**src/rtl/timestamp_fifo_pkg.sv**
```systemverilog
// timestamp_fifo_pkg: shared constants and the FIFO record layout for the
// event timestamp FIFO (register addresses, status/tag bit positions, entry_t).
package timestamp_fifo_pkg;

   localparam logic [1:0] ADDR_TS_LO  = 2'd0;
   localparam logic [1:0] ADDR_TS_HI  = 2'd1;
   localparam logic [1:0] ADDR_TAG    = 2'd2;
   localparam logic [1:0] ADDR_STATUS = 2'd3;

   localparam int STATUS_LEVEL_LSB = 0;
   localparam int STATUS_EMPTY_BIT = 16;
   localparam int STATUS_FULL_BIT  = 17;
   localparam int STATUS_DROP_LSB  = 24;

   localparam int TAG_CODE_LSB  = 0;
   localparam int TAG_SRC_LSB   = 8;
   localparam int TAG_VALID_BIT = 31;

   typedef struct packed {
      logic [63:0] ts;
      logic [3:0]  src;
      logic [7:0]  code;
   } entry_t;

endpackage

```
**src/rtl/timestamp_fifo_mem.sv**
```systemverilog
// timestamp_fifo_mem: DEPTH-entry record store with show-ahead head read,
// level/full/empty tracking and a synchronous flush. A push into a full FIFO
// is accepted only when a pop frees the head slot in the same cycle.
module timestamp_fifo_mem
   import timestamp_fifo_pkg::*;
#(
   parameter int DEPTH = 16,
   localparam int AW = $clog2(DEPTH)
)
(
   input  logic          clock,
   input  logic          reset,
   input  logic          flush,
   input  logic          push,
   input  entry_t        wdata,
   input  logic          pop,
   output entry_t        rdata,
   output logic          full,
   output logic          empty,
   output logic [AW:0]   level
);

   entry_t        store [DEPTH];
   logic [AW-1:0] wr_ptr;
   logic [AW-1:0] rd_ptr;
   logic          do_push;
   logic          do_pop;

   assign empty   = (level == '0);
   assign full    = (level == (AW+1)'(DEPTH));
   assign do_pop  = pop && !empty;
   assign do_push = push && (!full || do_pop);
   assign rdata   = store[rd_ptr];

   // Pointer and level bookkeeping; flush empties the FIFO without touching storage
   always_ff @(posedge clock or posedge reset) begin
      if (reset) begin
         wr_ptr <= '0;
         rd_ptr <= '0;
         level  <= '0;
      end else if (flush) begin
         wr_ptr <= '0;
         rd_ptr <= '0;
         level  <= '0;
      end else begin
         if (do_push) wr_ptr <= wr_ptr + 1'b1;
         if (do_pop)  rd_ptr <= rd_ptr + 1'b1;
         if (do_push && !do_pop)      level <= level + 1'b1;
         else if (!do_push && do_pop) level <= level - 1'b1;
      end
   end

   // Storage array has no reset so it can map onto RAM
   always_ff @(posedge clock) begin
      if (do_push && !flush) store[wr_ptr] <= wdata;
   end

endmodule

```
**src/rtl/timestamp_fifo.sv**
```systemverilog
// timestamp_fifo: captures the free-running 64-bit counter on per-source event
// strobes, arbitrates pending captures round-robin into a record FIFO and
// exposes it through an Avalon-MM slave (low-then-high snapshot read).
// Optional feature macro: TIMESTAMP_FIFO_IRQ_EN adds the irq output and a
// level threshold register written at address 2.
module timestamp_fifo
   import timestamp_fifo_pkg::*;
#(
   parameter int NUM_SOURCES = 4,
   parameter int DEPTH       = 16,
   parameter int CODE_W      = 8
)
(
   input  logic                          clock,
   input  logic                          reset,
   input  logic [63:0]                   timestamp,
   input  logic [NUM_SOURCES-1:0]        event_valid,
   input  logic [NUM_SOURCES*CODE_W-1:0] event_code,
   input  logic                          csr_read,
   input  logic                          csr_write,
   input  logic [1:0]                    csr_address,
   input  logic [31:0]                   csr_writedata,
   output logic [31:0]                   csr_readdata
`ifdef TIMESTAMP_FIFO_IRQ_EN
   ,
   output logic                          irq
`endif
);

   localparam int AW = $clog2(DEPTH);
   localparam int SW = (NUM_SOURCES > 1) ? $clog2(NUM_SOURCES) : 1;

   logic [NUM_SOURCES-1:0] pending;
   logic [63:0]            pending_ts   [NUM_SOURCES];
   logic [CODE_W-1:0]      pending_code [NUM_SOURCES];

   logic [SW-1:0]          rr_ptr;
   logic [SW:0]            cand;
   logic                   grant_valid;
   logic [SW-1:0]          grant_idx;
   logic [NUM_SOURCES-1:0] grant_vec;

   logic                   flush;
   logic                   pop_req;
   logic                   fifo_drop;
   logic [5:0]             drop_inc;
   logic [8:0]             drop_sum;
   logic [7:0]             drop_count;

   entry_t                 push_entry;
   entry_t                 head;
   logic                   full;
   logic                   empty;
   logic [AW:0]            level;

   logic [31:0]            snap_hi;
   logic [31:0]            snap_tag;
   logic [31:0]            status_word;
   logic [31:0]            head_tag;

   assign flush   = csr_write && (csr_address == ADDR_STATUS);
   assign pop_req = csr_read && (csr_address == ADDR_TS_LO) && !flush;

   // A grant into a full FIFO is lost unless a pop frees the head slot this cycle
   assign fifo_drop = grant_valid && full && !pop_req;

   // Round-robin arbiter: scan from rr_ptr upward, first pending source wins
   always_comb begin
      grant_valid = 1'b0;
      grant_idx   = '0;
      cand        = '0;
      for (int k = NUM_SOURCES - 1; k >= 0; k--) begin
         cand = (SW+1)'(rr_ptr) + (SW+1)'(k);
         if (cand >= (SW+1)'(NUM_SOURCES)) cand = cand - (SW+1)'(NUM_SOURCES);
         if (pending[cand[SW-1:0]]) begin
            grant_valid = 1'b1;
            grant_idx   = cand[SW-1:0];
         end
      end
   end

   // One-hot view of the grant for the per-source pending update
   always_comb begin
      grant_vec = '0;
      if (grant_valid) grant_vec[grant_idx] = 1'b1;
   end

   // Record presented to the FIFO for the granted source
   always_comb begin
      push_entry.ts   = pending_ts[grant_idx];
      push_entry.src  = 4'(grant_idx);
      push_entry.code = 8'(pending_code[grant_idx]);
   end

   // Number of events lost this cycle: strobes into busy slots plus a full-FIFO discard
   always_comb begin
      drop_inc = 6'(fifo_drop);
      for (int i = 0; i < NUM_SOURCES; i++) begin
         if (event_valid[i] && pending[i] && !grant_vec[i]) drop_inc = drop_inc + 6'd1;
      end
      drop_sum = {1'b0, drop_count} + 9'(drop_inc);
   end

   // Capture strobes into per-source slots; a slot granted this cycle can take a new strobe
   always_ff @(posedge clock or posedge reset) begin
      if (reset) begin
         pending <= '0;
         for (int i = 0; i < NUM_SOURCES; i++) begin
            pending_ts[i]   <= '0;
            pending_code[i] <= '0;
         end
      end else if (flush) begin
         pending <= '0;
      end else begin
         for (int i = 0; i < NUM_SOURCES; i++) begin
            if (event_valid[i] && (!pending[i] || grant_vec[i])) begin
               pending[i]      <= 1'b1;
               pending_ts[i]   <= timestamp;
               pending_code[i] <= event_code[i*CODE_W +: CODE_W];
            end else if (grant_vec[i]) begin
               pending[i] <= 1'b0;
            end
         end
      end
   end

   // Round-robin pointer moves to the source after the one just granted
   always_ff @(posedge clock or posedge reset) begin
      if (reset) begin
         rr_ptr <= '0;
      end else if (grant_valid) begin
         if (grant_idx == SW'(NUM_SOURCES - 1)) rr_ptr <= '0;
         else                                   rr_ptr <= grant_idx + 1'b1;
      end
   end

   // Saturating drop counter, cleared by flush
   always_ff @(posedge clock or posedge reset) begin
      if (reset) begin
         drop_count <= '0;
      end else if (flush) begin
         drop_count <= '0;
      end else if (drop_sum > 9'd255) begin
         drop_count <= 8'hFF;
      end else begin
         drop_count <= drop_sum[7:0];
      end
   end

   timestamp_fifo_mem #(.DEPTH(DEPTH)) u_mem (
      .clock (clock),
      .reset (reset),
      .flush (flush),
      .push  (grant_valid && !flush),
      .wdata (push_entry),
      .pop   (pop_req),
      .rdata (head),
      .full  (full),
      .empty (empty),
      .level (level)
   );

   // Status and tag words assembled from live state and the FIFO head
   always_comb begin
      status_word = '0;
      status_word[STATUS_LEVEL_LSB +: 16] = 16'(level);
      status_word[STATUS_EMPTY_BIT]       = empty;
      status_word[STATUS_FULL_BIT]        = full;
      status_word[STATUS_DROP_LSB +: 8]   = drop_count;
      head_tag = '0;
      head_tag[TAG_VALID_BIT]      = 1'b1;
      head_tag[TAG_SRC_LSB +: 4]   = head.src;
      head_tag[TAG_CODE_LSB +: 8]  = head.code;
   end

   // Low-word read pops the head and snapshots its high word and tag
   always_ff @(posedge clock or posedge reset) begin
      if (reset) begin
         snap_hi  <= '0;
         snap_tag <= '0;
      end else if (flush) begin
         snap_hi  <= '0;
         snap_tag <= '0;
      end else if (pop_req) begin
         if (!empty) begin
            snap_hi  <= head.ts[63:32];
            snap_tag <= head_tag;
         end else begin
            snap_hi  <= '0;
            snap_tag <= '0;
         end
      end
   end

   // Registered read data with one cycle of latency
   always_ff @(posedge clock or posedge reset) begin
      if (reset) begin
         csr_readdata <= '0;
      end else if (csr_read) begin
         case (csr_address)
            ADDR_TS_LO:  csr_readdata <= (pop_req && !empty) ? head.ts[31:0] : 32'd0;
            ADDR_TS_HI:  csr_readdata <= snap_hi;
            ADDR_TAG:    csr_readdata <= snap_tag;
            default:     csr_readdata <= status_word;
         endcase
      end
   end

`ifdef TIMESTAMP_FIFO_IRQ_EN
   logic [7:0] threshold;
   logic       unused_bits;
   assign unused_bits = ^csr_writedata[31:8];

   // Threshold register and registered interrupt on level or any drop
   always_ff @(posedge clock or posedge reset) begin
      if (reset) begin
         threshold <= 8'd1;
         irq       <= 1'b0;
      end else begin
         if (csr_write && (csr_address == ADDR_TAG)) threshold <= csr_writedata[7:0];
         irq <= (16'(level) >= {8'h00, threshold}) || (drop_count != 8'd0);
      end
   end
`else
   logic unused_bits;
   assign unused_bits = ^csr_writedata;
`endif

endmodule

```
**config.mk**
```make
export PLATFORM = sky130hd
export DESIGN_NAME = timestamp_fifo
export DESIGN_NICKNAME = d
export VERILOG_FILES = /design/src/rtl/timestamp_fifo_pkg.sv /design/src/rtl/timestamp_fifo_mem.sv /design/src/rtl/timestamp_fifo.sv
export SDC_FILE = /design/constraint.sdc
export NUM_CORES = 2
export LEC_CHECK = 0
export ABC_AREA = 1
export CAP_MARGIN = 40
export CORE_MARGIN = 8
export CORE_UTILIZATION = 35
export CTS_BUF_LIST = sky130_fd_sc_hd__clkbuf_2
export CTS_CLUSTER_SIZE = 28
export DETAILED_ROUTE_END_ITERATION = 10
export SETUP_SLACK_MARGIN = 0.15
export SYNTH_ARGS = -nofsm -noshare
export SYNTH_HDL_FRONTEND = slang
export SYNTH_SLANG_ARGS = --single-unit
```
**constraint.sdc**
```tcl
create_clock -name clock -period 36 [get_ports clock]
set_clock_uncertainty 0.15 [all_clocks]
set_input_delay 3.6 -clock clock [delete_from_list [all_inputs] [get_ports clock]]
set_output_delay 3.6 -clock clock [all_outputs]
set_load 0.005 [all_outputs]
```
==> reports/results.tsv <==
metric	value	unit
Critical Path RT	37060	ps
Post-CTS Hold Buffers	0	
total negative slack	0	ps
Logic pwr share	0.416	
Switching Share	0.410	
area post-placement	68400	um^2
Worst Hold Class	reg2reg	
share of layout cells above drive strength 1	0.159	
Avg Cell Area, Syn	12.0	um^2
leak pwr	0.0265	uW
via count	43787	
headroom to the max-slew limit	0.217	
Syn Inst Count	5271	
Max Freq	134	MHz
Clock power frac	0.143	
Syn Nets	5431	
RSZ-0062 raised after global routing	no	
hold_ws	335	ps
drt wl/cell	21.6	um
fin area	71900	um^2
# setup viols final	0	
Post-synth top cells	1184 x edfxtp_1, 1048 x o21ai_0, 876 x nor2_1	
hold_sp	pending_ts[142]	
synthesized area	63500	um^2
clock sink total	1574	
Worst-Margin Slew	1180	ps
Crit. End Element	flip-flop	
grt total ovfl	0	
area share of xor/xnor cells in the synthesized design	0.000966	
Post-synth top flop	edfxtp_1	
Reg clk slew, reported paths	90	ps
global-route wire length before repair	267000	um
count leader, synth	edfxtp_1	
Resize count post-CTS	0	
final hold vios	0	
FF/Latch Area	45300	um^2
crit path DAT	8500	ps
post-synthesis adder-cell area fraction	0.00457	
nets@finish	5757	
H-tree depth	5	
Period Utilization, post-route	0.207	
row count	156	
worst r2r src	rr_ptr[0]	
peak supply drop	0.0693	mV
Seq cells post-synth	1574	
CP startpoint kind	input pin	
clock root buffer master	clkbuf_2	
Detail Placement HPWL	97600	um
via/cell ratio	5.29	
Core ar.	181000	um^2
GP Congestion	0.781	
die area	195000	um^2
port bufs	137	
Final min period	7440	ps
IO Pins	170	
postcts setup bufs	0	
post-synth top area share	0.560	
Post-route DRC	0	
CP Launch Point	csr_read	
PD cells	113	nW/um^2
mux share of post-synthesis cell area	0.00509	
CTS tree	done	
Die Width	442	um
DRT antenna net count	0	
cell-internal power	4810	uW
Overall Power	8150	uW
die extent in y	442	um
Post-Synth Simple-Gate Area	0.0866	
Fillers	17172	
Max Buffers Root-to-Sink	4	
Compound-Gate Fraction of Synth Area	0.151	
Routed WL	179000	um
synth unique cells	45	
synth-to-layout area growth	13.3	%
vias in the first global route	42908	
Slew Viols, Final	0	
Worst Path Max Fanout	35	
pin count of the biggest net entering global routing	238	
synth warn	0	
asr flop ratio synth	0.248	
later-pin clock latency in the skew report	1680	ps
drt pass-1 iters	5	
total CTS buffers	408	
initial DRC count	4323	
Seq pwr share	0.441	
overall fraction of global-route tracks in use	0.176	
initial core utilization	0.352	
antenna violations before repair	4	
sequential area share after synthesis	0.714	
largest family of logic cells by synthesized area	compound AO/OA/AOI/OAI gates	
max-cap violations	0	
Synth area leaders	edfxtp_1 56%, dfrtp_1 15%, o21ai_0 8.3%	
area leader, netlist	edfxtp_1	
Setup CP Type	in2reg	
Post-synth EDFFs	1184	
status	completed	
footprint of the multi-input gates	16300	um^2
Sw Pwr	3340	uW
## kinds of logic (layout without fill, tap and decap cells)
| kind of cell | Yosys count | in the layout |
|---|---|---|
| buf+inv | 558 | 1190 |
| compound gates | 1655 | 1655 |
| simple gates | 1430 | 1430 |
| other cells | 1 | 9 |
| flops | 1574 | 1574 |
| mux | 24 | 24 |
| xor+xnor | 7 | 7 |
| fa+ha+maj | 22 | 22 |
## placed cells by master (no fill, tap or decap), drive strengths merged, types with 137 or more instances in the layout
master,count
nor2,879
clkdlybuf4s50,137
dfrtp,390
buf,158
nand2,507
inv,184
o22ai,168
clkbuf,621
edfxtp,1184
o21ai,1135
## registers in the layout, indices dropped and copies added (netlist names)
| name | flops |
|---|---|
| drop_count | 8 |
| u_mem.level | 5 |
| pending_code | 32 |
| pending_ts | 256 |
| snap_hi | 32 |
| u_mem.wr_ptr | 4 |
| rr_ptr | 2 |
| u_mem.store | 1184 |
| u_mem.rd_ptr | 4 |
| pending | 4 |
| snap_tag | 11 |
| csr_readdata | 32 |
## metal layers
| metal | track usage | vias up | wire [um] |
|---|---|---|---|
| li1 | - | 19991 | - |
| met1 | 0.242 | 21753 | 78200 |
| met2 | 0.281 | 1706 | 83400 |
| met3 | 0.0308 | 337 | 12700 |
| met4 | 0.0646 | 0 | 4900 |
| met5 | 0 | - | 0 |
## worst max-delay path, cell delays in order
cell and delay [ps]:
clkdlybuf4s50_1 460, buf_4 290, inv_2 230, buf_12 230
nor3_1 490, nor2_1 140, inv_1 190, nand3_1 230
inv_1 210, nand2_1 290, nor2_4 640, buf_4 590
buf_4 720
## layout make-up
cell class,instances,share of cell area
antenna,8,0.000278
clock buffer,621,0.0432
tap,2370,0.0412
timing repair buffer,295,0.0431
sequential,1574,0.630
inverter,179,0.00990
clock inverter,95,0.00515
multi-input combinational,3139,0.227
## power by group through the flow
stage               Clock, uW  Combinational, uW  Sequential, uW
global placement            0               3110            3640
CTS                      1200               3400            3590
finish                   1160               3390            3600
floorplan                   0               1920            3610
global route             1280               3710            3650
detailed placement          0               3400            3630
## through the flow
step	std cells	worst slack, ps	util
after floorplan	5271	21410	-
after global placement	7494	26940	0.373
after detailed placement	7556	27020	0.379
after CTS	8272	28870	0.398
after global routing	8280	28500	0.398
final	8281	28560	0.398
## path summary, 6_finish.rpt
| check | endpoint | slack, ps | depth (start not counted) |
|---|---|---|---|
| min in group asynchronous | pending_code[29] | 2260 | 2 |
| max in group asynchronous | pending_ts[197] | 31300 | 5 |
| worst min register to register | pending_ts[142] | 330 | 2 |
| worst max register to register | drop_count[0] | 29580 | 37 |
| worst max-delay path | u_mem.store[3][6] | 28560 | 13 |
| worst min-delay path | pending_ts[142] | 330 | 2 |
(Power assumes the default switching activity.)
